**config.mk**
```make
export PLATFORM = sky130hd
export DESIGN_NAME = axi_sram_traffic_gen
export DESIGN_NICKNAME = d
export VERILOG_FILES = /design/src/rtl/axi_sram_traffic_gen.sv
export SDC_FILE = /design/constraint.sdc
export NUM_CORES = 1
export LEC_CHECK = 0
export ABC_AREA = 1
export BUFFER_PORTS_ARGS = -buffer_cell sky130_fd_sc_hd__buf_2
export CELL_PAD_IN_SITES_DETAIL_PLACEMENT = 1
export CELL_PAD_IN_SITES_GLOBAL_PLACEMENT = 2
export CORE_MARGIN = 2
export CORE_UTILIZATION = 30
export CTS_CLUSTER_SIZE = 12
export DETAILED_ROUTE_END_ITERATION = 16
export HOLD_SLACK_MARGIN = 0.1
export MAX_ROUTING_LAYER = met4
export PLACE_DENSITY_LB_ADDON = 0.1
export SLEW_MARGIN = 20
export SYNTH_ARGS = -nofsm -noshare
export SYNTH_HDL_FRONTEND = slang
export SYNTH_SLANG_ARGS = --single-unit
```
**constraint.sdc**
```tcl
create_clock -name clk -period 5.23 [get_ports clk]
set_input_delay 1.569 -clock clk [delete_from_list [all_inputs] [get_ports clk]]
set_output_delay 1.569 -clock clk [all_outputs]
set_load 0.01 [all_outputs]
```
**src/rtl/axi_sram_traffic_gen.sv**
```systemverilog
// AXI4 burst traffic generator/checker (write, read, write-then-verify) with saturating run statistics.
// One burst in flight; AW/AR valid one cycle after start; fully stalls on slave ready/valid, never back-pressures R or B.
module axi_sram_traffic_gen #(
   parameter int AXI_ADDR_WIDTH  = 18,
   parameter int AXI_DATA_WIDTH  = 16,
   parameter int BURST_LEN       = 8,
   parameter int BURST_CNT_WIDTH = 16,
   parameter int STAT_WIDTH      = 16
) (
   input  logic                       clk,
   input  logic                       rst_n,
   input  logic                       start,
   input  logic [1:0]                 mode,
   input  logic [AXI_ADDR_WIDTH-1:0]  base_addr,
   input  logic [BURST_CNT_WIDTH-1:0] num_bursts,
   output logic                       busy,
   output logic                       done,
   output logic [STAT_WIDTH-1:0]      cycle_count,
   output logic [STAT_WIDTH-1:0]      beat_count,
   output logic [STAT_WIDTH-1:0]      err_count,
   output logic                       m_axi_awvalid,
   input  logic                       m_axi_awready,
   output logic [AXI_ADDR_WIDTH-1:0]  m_axi_awaddr,
   output logic [7:0]                 m_axi_awlen,
   output logic                       m_axi_wvalid,
   input  logic                       m_axi_wready,
   output logic [AXI_DATA_WIDTH-1:0]  m_axi_wdata,
   output logic                       m_axi_wlast,
   input  logic                       m_axi_bvalid,
   output logic                       m_axi_bready,
   output logic                       m_axi_arvalid,
   input  logic                       m_axi_arready,
   output logic [AXI_ADDR_WIDTH-1:0]  m_axi_araddr,
   output logic [7:0]                 m_axi_arlen,
   input  logic                       m_axi_rvalid,
   output logic                       m_axi_rready,
   input  logic [AXI_DATA_WIDTH-1:0]  m_axi_rdata,
   input  logic                       m_axi_rlast
);
   localparam int BYTES = AXI_DATA_WIDTH / 8;
   localparam int LOG2B = $clog2(BYTES);
   localparam logic [AXI_ADDR_WIDTH-1:0] STRIDE = AXI_ADDR_WIDTH'(BURST_LEN * BYTES);
   localparam logic [8:0] LAST_BEAT = 9'(BURST_LEN - 1);
   localparam logic [7:0] AXLEN     = 8'(BURST_LEN - 1);

   typedef enum logic [2:0] {S_IDLE, S_AW, S_W, S_B, S_AR, S_R, S_DONE} state_t;

   state_t                     state;
   logic                       verify_q;
   logic [AXI_ADDR_WIDTH-1:0]  base_q;
   logic [AXI_ADDR_WIDTH-1:0]  burst_addr;
   logic [BURST_CNT_WIDTH-1:0] num_q;
   logic [BURST_CNT_WIDTH-1:0] burst_idx;
   logic [8:0]                 beat;
   logic                       last_burst;
   logic [AXI_ADDR_WIDTH-1:0]  next_addr;
   logic                       data_err;
   logic                       last_err;
   logic [1:0]                 r_err_n;

   // Pattern word is the beat's byte address in units of bus words, truncated to the bus width.
   function automatic logic [AXI_DATA_WIDTH-1:0] pattern(input logic [AXI_ADDR_WIDTH-1:0] a,
                                                          input logic [8:0] b);
      logic [AXI_ADDR_WIDTH-1:0] beat_addr;
      beat_addr = a + (AXI_ADDR_WIDTH'(b) << LOG2B);
      return AXI_DATA_WIDTH'(beat_addr >> LOG2B);
   endfunction

   function automatic logic [STAT_WIDTH-1:0] sat_add(input logic [STAT_WIDTH-1:0] v,
                                                      input logic [1:0] n);
      logic [STAT_WIDTH:0] s;
      s = {1'b0, v} + (STAT_WIDTH+1)'(n);
      return s[STAT_WIDTH] ? '1 : s[STAT_WIDTH-1:0];
   endfunction

   assign last_burst  = (burst_idx == num_q - BURST_CNT_WIDTH'(1));
   assign next_addr   = burst_addr + STRIDE;
   assign data_err    = (m_axi_rdata != pattern(burst_addr, beat));
   assign last_err    = (m_axi_rlast != (beat == LAST_BEAT));
   assign r_err_n     = {1'b0, data_err} + {1'b0, last_err};
   assign m_axi_awlen = m_axi_awvalid ? AXLEN : 8'd0;
   assign m_axi_arlen = m_axi_arvalid ? AXLEN : 8'd0;

   always_ff @(posedge clk or negedge rst_n) begin
      if (!rst_n) begin
         state <= S_IDLE;
         verify_q <= 1'b0;
         base_q <= '0;
         burst_addr <= '0;
         num_q <= '0;
         burst_idx <= '0;
         beat <= '0;
         busy <= 1'b0;
         done <= 1'b0;
         cycle_count <= '0;
         beat_count <= '0;
         err_count <= '0;
         m_axi_awvalid <= 1'b0;
         m_axi_awaddr <= '0;
         m_axi_wvalid <= 1'b0;
         m_axi_wdata <= '0;
         m_axi_wlast <= 1'b0;
         m_axi_bready <= 1'b0;
         m_axi_arvalid <= 1'b0;
         m_axi_araddr <= '0;
         m_axi_rready <= 1'b0;
      end else begin
         // The DONE cycle is excluded so the counts are final while done is high.
         if (busy && state != S_DONE) cycle_count <= sat_add(cycle_count, 2'd1);
         case (state)
            S_IDLE: if (start) begin
               busy <= 1'b1;
               verify_q <= mode[1];
               base_q <= base_addr;
               num_q <= num_bursts;
               burst_idx <= '0;
               burst_addr <= base_addr;
               beat <= '0;
               cycle_count <= '0;
               beat_count <= '0;
               err_count <= '0;
               if (num_bursts == '0) begin
                  state <= S_DONE;
                  done <= 1'b1;
               end else if (mode == 2'b01) begin
                  state <= S_AR;
                  m_axi_arvalid <= 1'b1;
                  m_axi_araddr <= base_addr;
               end else begin
                  state <= S_AW;
                  m_axi_awvalid <= 1'b1;
                  m_axi_awaddr <= base_addr;
               end
            end
            S_AW: if (m_axi_awready) begin
               m_axi_awvalid <= 1'b0;
               m_axi_wvalid <= 1'b1;
               m_axi_wdata <= pattern(burst_addr, 9'd0);
               m_axi_wlast <= (LAST_BEAT == 9'd0);
               beat <= '0;
               state <= S_W;
            end
            S_W: if (m_axi_wready) begin
               beat_count <= sat_add(beat_count, 2'd1);
               if (beat == LAST_BEAT) begin
                  m_axi_wvalid <= 1'b0;
                  m_axi_wlast <= 1'b0;
                  m_axi_bready <= 1'b1;
                  state <= S_B;
               end else begin
                  beat <= beat + 9'd1;
                  m_axi_wdata <= pattern(burst_addr, beat + 9'd1);
                  m_axi_wlast <= (beat + 9'd1 == LAST_BEAT);
               end
            end
            S_B: if (m_axi_bvalid) begin
               m_axi_bready <= 1'b0;
               beat <= '0;
               if (!last_burst) begin
                  burst_idx <= burst_idx + BURST_CNT_WIDTH'(1);
                  burst_addr <= next_addr;
                  m_axi_awaddr <= next_addr;
                  m_axi_awvalid <= 1'b1;
                  state <= S_AW;
               end else if (verify_q) begin
                  burst_idx <= '0;
                  burst_addr <= base_q;
                  m_axi_araddr <= base_q;
                  m_axi_arvalid <= 1'b1;
                  state <= S_AR;
               end else begin
                  done <= 1'b1;
                  state <= S_DONE;
               end
            end
            S_AR: if (m_axi_arready) begin
               m_axi_arvalid <= 1'b0;
               m_axi_rready <= 1'b1;
               beat <= '0;
               state <= S_R;
            end
            S_R: if (m_axi_rvalid) begin
               beat_count <= sat_add(beat_count, 2'd1);
               err_count <= sat_add(err_count, r_err_n);
               if (beat == LAST_BEAT) begin
                  m_axi_rready <= 1'b0;
                  beat <= '0;
                  if (last_burst) begin
                     done <= 1'b1;
                     state <= S_DONE;
                  end else begin
                     burst_idx <= burst_idx + BURST_CNT_WIDTH'(1);
                     burst_addr <= next_addr;
                     m_axi_araddr <= next_addr;
                     m_axi_arvalid <= 1'b1;
                     state <= S_AR;
                  end
               end else begin
                  beat <= beat + 9'd1;
               end
            end
            S_DONE: begin
               done <= 1'b0;
               busy <= 1'b0;
               state <= S_IDLE;
            end
            default: state <= S_IDLE;
         endcase
      end
   end
endmodule

```
# Yosys cells after proc, flatten, opt, wreduce, memory -nomap -nowiden

Index checks and enable logic that the tools add are counted.

Add/sub/neg operators: 10
$mul: 0
Div/mod/pow operators: 0
$lt $le $gt $ge: 0
Equal/unequal tests: 33
Shift-type cells: 0
Mux-type cells: 109
Bitwise gates (word level): 0
Reductions and logical operators: 32

Operators with widths:

| cell                                               | number |
|---|---|
| two-way mux 16 bit                                 | 19 |
| two-way mux 18 bit                                 | 16 |
| one-hot mux 18 bit (3 select lines)                | 2 |
| one-hot mux 16 bit (3 select lines)                | 2 |
| two-way mux 9 bit                                  | 8 |
| one-hot mux 16 bit (2 select lines)                | 2 |
| one-hot mux 9 bit (6 select lines)                 | 1 |
| two-way mux 3 bit                                  | 13 |
| inequality test 2 bit, second input constant       | 19 |
| one-hot mux 18 bit (2 select lines)                | 1 |
| adder 16 x 1 -> 17 bit, second input constant      | 2 |
| adder 17 x 10 -> 17 bit                            | 2 |
| two-way mux 1 bit                                  | 34 |
| AND reduction 4 bit                                | 5 |
| adder 18 x 5 -> 18 bit, second input constant      | 1 |
| == test 9 x 3 -> 1 bit, second input constant      | 2 |
| one-hot mux 3 bit (6 select lines)                 | 1 |
| adder 16 x 2 -> 17 bit                             | 1 |
| adder 16 x 1 -> 16 bit, second input constant      | 1 |
| == test 16 bit                                     | 1 |
| logical NOT 16 bit                                 | 1 |
| inequality test 16 bit                             | 1 |
| AND reduction 8 bit                                | 2 |
| subtractor 16 x 1 -> 16 bit, second input constant | 1 |
| other kinds (25)                                   | 46 |

Register bits after elaboration: 189
Bits in latches: 0
Memory bits (writable): 0
ROM bits: 0
Bits of input ports: 61
Output and inout port bits: 124
Logic and storage cells: 205
Memories kept: 0

# Logic depth before layout (Yosys ltp)

Depth in word-level cells: 7
Depth in mapped cells: 25
Depth with buffers taken out: 25

# Worst setup path after synthesis

Ideal clock, no wire load.

Path type: input-to-reg
Start: in m_axi_rdata[1]
End: reg err_count[14]
Library setup time: 0.131 ns
Arrival time: 3.960 ns
Data required time: 5.099 ns
Setup slack: 1.139 ns
Stages on the path: 20
Path buffers: 0
Path through: inv_1 > or2_2 > nand4_1 > o21bai_1 > nor2_1 > nand3_1 > nor2_1 > nand4_1 > nor2_1 > fa_1 > inv_1 > ha_1 > nand3_1 > nor2_1 > nand2_1 > nor3_1 > nand3_1 > xor2_1 > o21ai_0 > o21ai_0

Longest elaborated chain between the ends: 6

RTL lines:

| element                             | line | RTL |
|---|---|---|
| from (decl)                         | 37   | `input logic [AXI_DATA_WIDTH-1:0] m_axi_rdata,` |
| inequality test 16 bit              | 78   | `assign data_err = (m_axi_rdata != pattern(burst_addr, beat));` |
| adder 1 x 1 -> 2 bit                | 80   | `assign r_err_n = {1'b0, data_err} + {1'b0, last_err};` |
| adder 16 x 2 -> 17 bit              | 72   | `s = {1'b0, v} + (STAT_WIDTH+1)'(n);` |
| two-way mux 16 bit                  | 73   | `return s[STAT_WIDTH] ? '1 : s[STAT_WIDTH-1:0];` |
| two-way mux 16 bit                  | 182  | `S_R: if (m_axi_rvalid) begin` |
| one-hot mux 16 bit (2 select lines) | 110  | `case (state)` |
| to (signal assigned)                | 184  | `err_count <= sat_add(err_count, r_err_n);` |
| to (decl)                           | 20   | `output logic [STAT_WIDTH-1:0] err_count,` |

No other way between the ends. The select of a mux whose other input is x is not followed.
A chain may end at the register's enable or synchronous reset.

# Final worst setup path

Start: reg burst_addr[5]
End: reg err_count[12]

Longest elaborated chain between the ends: 7

RTL lines:

| element                             | line | RTL |
|---|---|---|
| from (decl)                         | 51   | `logic [AXI_ADDR_WIDTH-1:0] burst_addr;` |
| from (signal assigned)              | 117  | `burst_addr <= base_addr;` |
| from (signal assigned)              | 161  | `burst_addr <= next_addr;` |
| from (signal assigned)              | 167  | `burst_addr <= base_q;` |
| adder 17 x 10 -> 17 bit             | 65   | `beat_addr = a + (AXI_ADDR_WIDTH'(b) << LOG2B);` |
| inequality test 16 bit              | 78   |  |
| adder 1 x 1 -> 2 bit                | 80   |  |
| adder 16 x 2 -> 17 bit              | 72   |  |
| two-way mux 16 bit                  | 73   |  |
| two-way mux 16 bit                  | 182  |  |
| one-hot mux 16 bit (2 select lines) | 110  |  |

No other way between the ends. The select of a mux whose other input is x is not followed.

==> flow_summary.json <==
{
  "finalNonFillerCells": 2486,
  "numClockSinks": 189,
  "grt_max_degree": 85,
  "r2r_slack_ps": 750,
  "p_leak_nw": 7.50,
  "synth.top_cells.by_count": "541 x nand2_1, 203 x inv_1, 189 x dfrtp_1",
  "clk_latency_ps": 500,
  "grt_pass1_vias": 12700,
  "vdd_drop_max_mv": 0.267,
  "drt_iter0_drc": 578,
  "worst_path_most_repeated_cell": "nand2_1",
  "drv_slew": 0,
  "die_h_microns": 209,
  "num_rows": 75,
  "ctsResizeCount": 0,
  "synth_cell_type_count": 51,
  "syn_inst": 1777,
  "crit_type": "reg -> reg",
  "period_share": 0.856,
  "place_area_sq_um": 14000,
  "fill_cells": 5280,
  "cap_violations": 0,
  "yosysTopAreaCell": "dfrtp_1",
  "max_stage_delay_ps": 490,
  "p_int_mw": 3.88,
  "cp_max_fo": 5,
  "cts_hold_repair.buffers": 0,
  "worstPathArrival_ps": 4840,
  "wl_microns": 44700,
  "portBuffers": 174,
  "drtPass1Iterations": 4,
  "grt_pass1_wl_microns": 71700,
  "wl_per_cell_microns": 18.0,
  "p_seq_frac": 0.307,
  "synth_area_leaders": "dfrtp_1 38%, nand2_1 16%, o21ai_0 6.7%, inv_1 6.0%, xor2_1 4.9%",
  "rr_endpoint": "err_count[12]",
  "start_util": 0.302,
  "synth-seq-cells": 189,
  "cp_num_buf_inv": 3,
  "worst_slack_ps": 753,
  "setup_tns_ps": 0,
  "setup_viol": 0,
  "timing.fmax_mhz": 223,
  "coreArea_sq_um": 41700,
  "synth_flop_cell": "dfrtp_1",
  "sw_frac_of_total": 0.496,
  "drc_errors": 0,
  "pre_cts_ws_ps": 388,
  "fin_crit_ps": 4480,
  "syn_area_per_cell_sq_um": 7.09,
  "synthDominantCellAreaShare": 0.375,
  "cp_top_family": "simple AND/OR/NAND/NOR gates",
  "synth.cell_area_sq_um": 12600,
  "required_ps": 5600,
  "finalPower_mw": 7.69,
  "cts_buffers": 17,
  "worstPathCellList": "ha_1, inv_1, o21bai_1, a21oi_1, nand2_1, a21oi_1, nor2_1, nand2_1, nand2_1, nand2_1, inv_1, nand4_1, nor2_1, fa_1, inv_1, ha_1, nand3_1, nor2_1, nand2_1, nor3_1, nand3_1, nor3_1, a211o_1, o21ai_0",
  "overflow": 0,
  "clockBufferDepth": 2,
  "htree_num_levels": 4,
  "dp_hpwl_microns": 34100,
  "synthArstFlopShare": 1.00,
  "fin_nets": 2020,
  "routabilityCongestion": 0.850,
  "dp_cells": 2450,
  "vias": 12000,
  "start_kind": "flip-flop",
  "die_w_microns": 209,
  "timing_hold_violations_final": 0,
  "hold_class": "reg -> reg",
  "p_sw_mw": 3.81,
  "yosysMostFrequentCell": "nand2_1",
  "reg2reg_from": "burst_addr[5]",
  "clkPwrFrac": 0.178,
  "synth_seq_area_share": 0.375,
  "rsz0062_at_grt": "no",
  "min-delay-start": "base_q[1]",
  "design_area_sq_um": 14600,
  "dieArea_sq_um": 43600,
  "worstMarginPinSlew_ps": 775,
  "synth_edf_count": 0,
  "antenna_found_initial": 5,
  "track_usage": 0.219,
  "viasPerCell": 4.83,
  "postCtsSetupRepairBufs": 0,
  "hold_path_end": "base_q[1]",
  "clock_skew_ps": 10.8,
  "tritoncts": "built",
  "slew_headroom": 0.484,
  "r2r_cells": 24,
  "whs_path_depth": 2,
  "drive_gt1_frac": 0.149,
  "clk_pin_slew_ps": 80,
  "area_growth_pct": 15.7,
  "p_comb_frac": 0.515,
  "root_buffer": "clkbuf_16",
  "critPathSlowestCell": "dfrtp_1",
  "yosysWarnings": 0,
  "cp-end-kind": "flip-flop",
  "io-pin-count": 185,
  "status": "complete, no violations",
  "pwr_density_cell_nw_per_um2": 528,
  "ant_nets": 0
}
[power by group through the flow]
stage               sequential [mW]  combinational, mW  clock (mW)
finish                         2.36               3.96        1.37
CTS                            2.37               4.04        1.44
global route                   2.43               4.54        1.47
global placement               2.39               3.98           0
detailed placement             2.40               4.01           0
floorplan                      2.39               2.63           0
[layer usage]
metal / global-route usage / vias to the layer above / part of all wire
met5: - / - / 0
met4: 0.0645 / 0 / 0.017
met3: 0.0505 / 42 / 0.041
met2: 0.353 / 145 / 0.48
met1: 0.273 / 5813 / 0.46
li1: - / 6003 / -
[area by class of cell]
class | instances | area (sq um) | area share
well taps | 539 | 674 | 0.0463
flip-flops and latches | 189 | 4730 | 0.324
repair buffers | 193 | 1030 | 0.0710
inverters | 219 | 822 | 0.0564
diodes | 4 | 10.0 | 0.000687
clock buffers | 17 | 425 | 0.0292
clock inverters | 15 | 158 | 0.0108
multi-input cells | 1310 | 6720 | 0.461
[flip-flops by register name, summed over array words and instances (netlist names), 18 cells and up]
register and flops:
base_q 18, burst_addr 18, m_axi_araddr 18, m_axi_awaddr 18
[worst register-to-register path, cell delays in order (launching register included)]
cell and delay, ps:
dfrtp_1 490, ha_1 380, inv_1 100, o21bai_1 110, a21oi_1 210, nand2_1 130, a21oi_1 350, nor2_1 120
nand2_1 80, nand2_1 50, nand2_1 60, inv_1 30, nand4_1 90, nor2_1 130, fa_1 410, inv_1 90
ha_1 180, nand3_1 160, nor2_1 160, nand2_1 90, nor3_1 380, nand3_1 180, nor3_1 210, a211o_1 120
o21ai_0 70
[cell usage in the layout (no fill, tap or decap), types with 6 or more instances in the layout]
cell type / instances
nand2_1: 541
inv_1: 203
dfrtp_1: 189
buf_2: 173
o21ai_0: 168
nor2_1: 126
nand3_1: 83
xor2_1: 71
a21oi_1: 44
nor3_1: 37
nand4_1: 36
ha_1: 26
o21ai_1: 25
xnor2_1: 21
buf_4: 18
clkbuf_16: 17
inv_2: 14
o211ai_1: 14
o22ai_1: 14
nor2_2: 10
conb_1: 10
nand2_2: 9
or2_2: 8
nor4_1: 7
nor2_4: 6
[metrics by stage]
step                hold WS [ps]   util
global route                 503  0.350
finish                       474  0.350
floorplan                    442      -
global placement             456  0.336
detailed placement           460  0.336
CTS                          479  0.350
[worst max-delay path by stage]
stage	cells after the start	endpoint	from
2_1_floorplan	20	err_count[14]	m_axi_rdata[1]
3_3_place_gp	20	err_count[14]	m_axi_rdata[0]
3_5_place_dp	20	err_count[14]	m_axi_rdata[0]
4_1_cts	24	err_count[14]	burst_addr[5]
5_1_grt	24	err_count[12]	burst_addr[5]
6_report	24	err_count[12]	burst_addr[5]
[logic make-up (layout without fill, tap and decap cells)]
logic type | count (synthesis) | after routing | share of synthesized area
XOR/XNOR | 92 | 92 | 0.0640
other | 1 | 14 | 0.000298
multiplexers | 3 | 3 | 0.00238
AO/OA/AOI/OAI | 287 | 287 | 0.123
AND/OR/NAND/NOR | 889 | 889 | 0.311
flip-flops | 189 | 189 | 0.375
buffers and inverters | 287 | 444 | 0.0939
adder cells (fa/ha/maj) | 29 | 29 | 0.0306
Power figures use the tool's default switching activity.
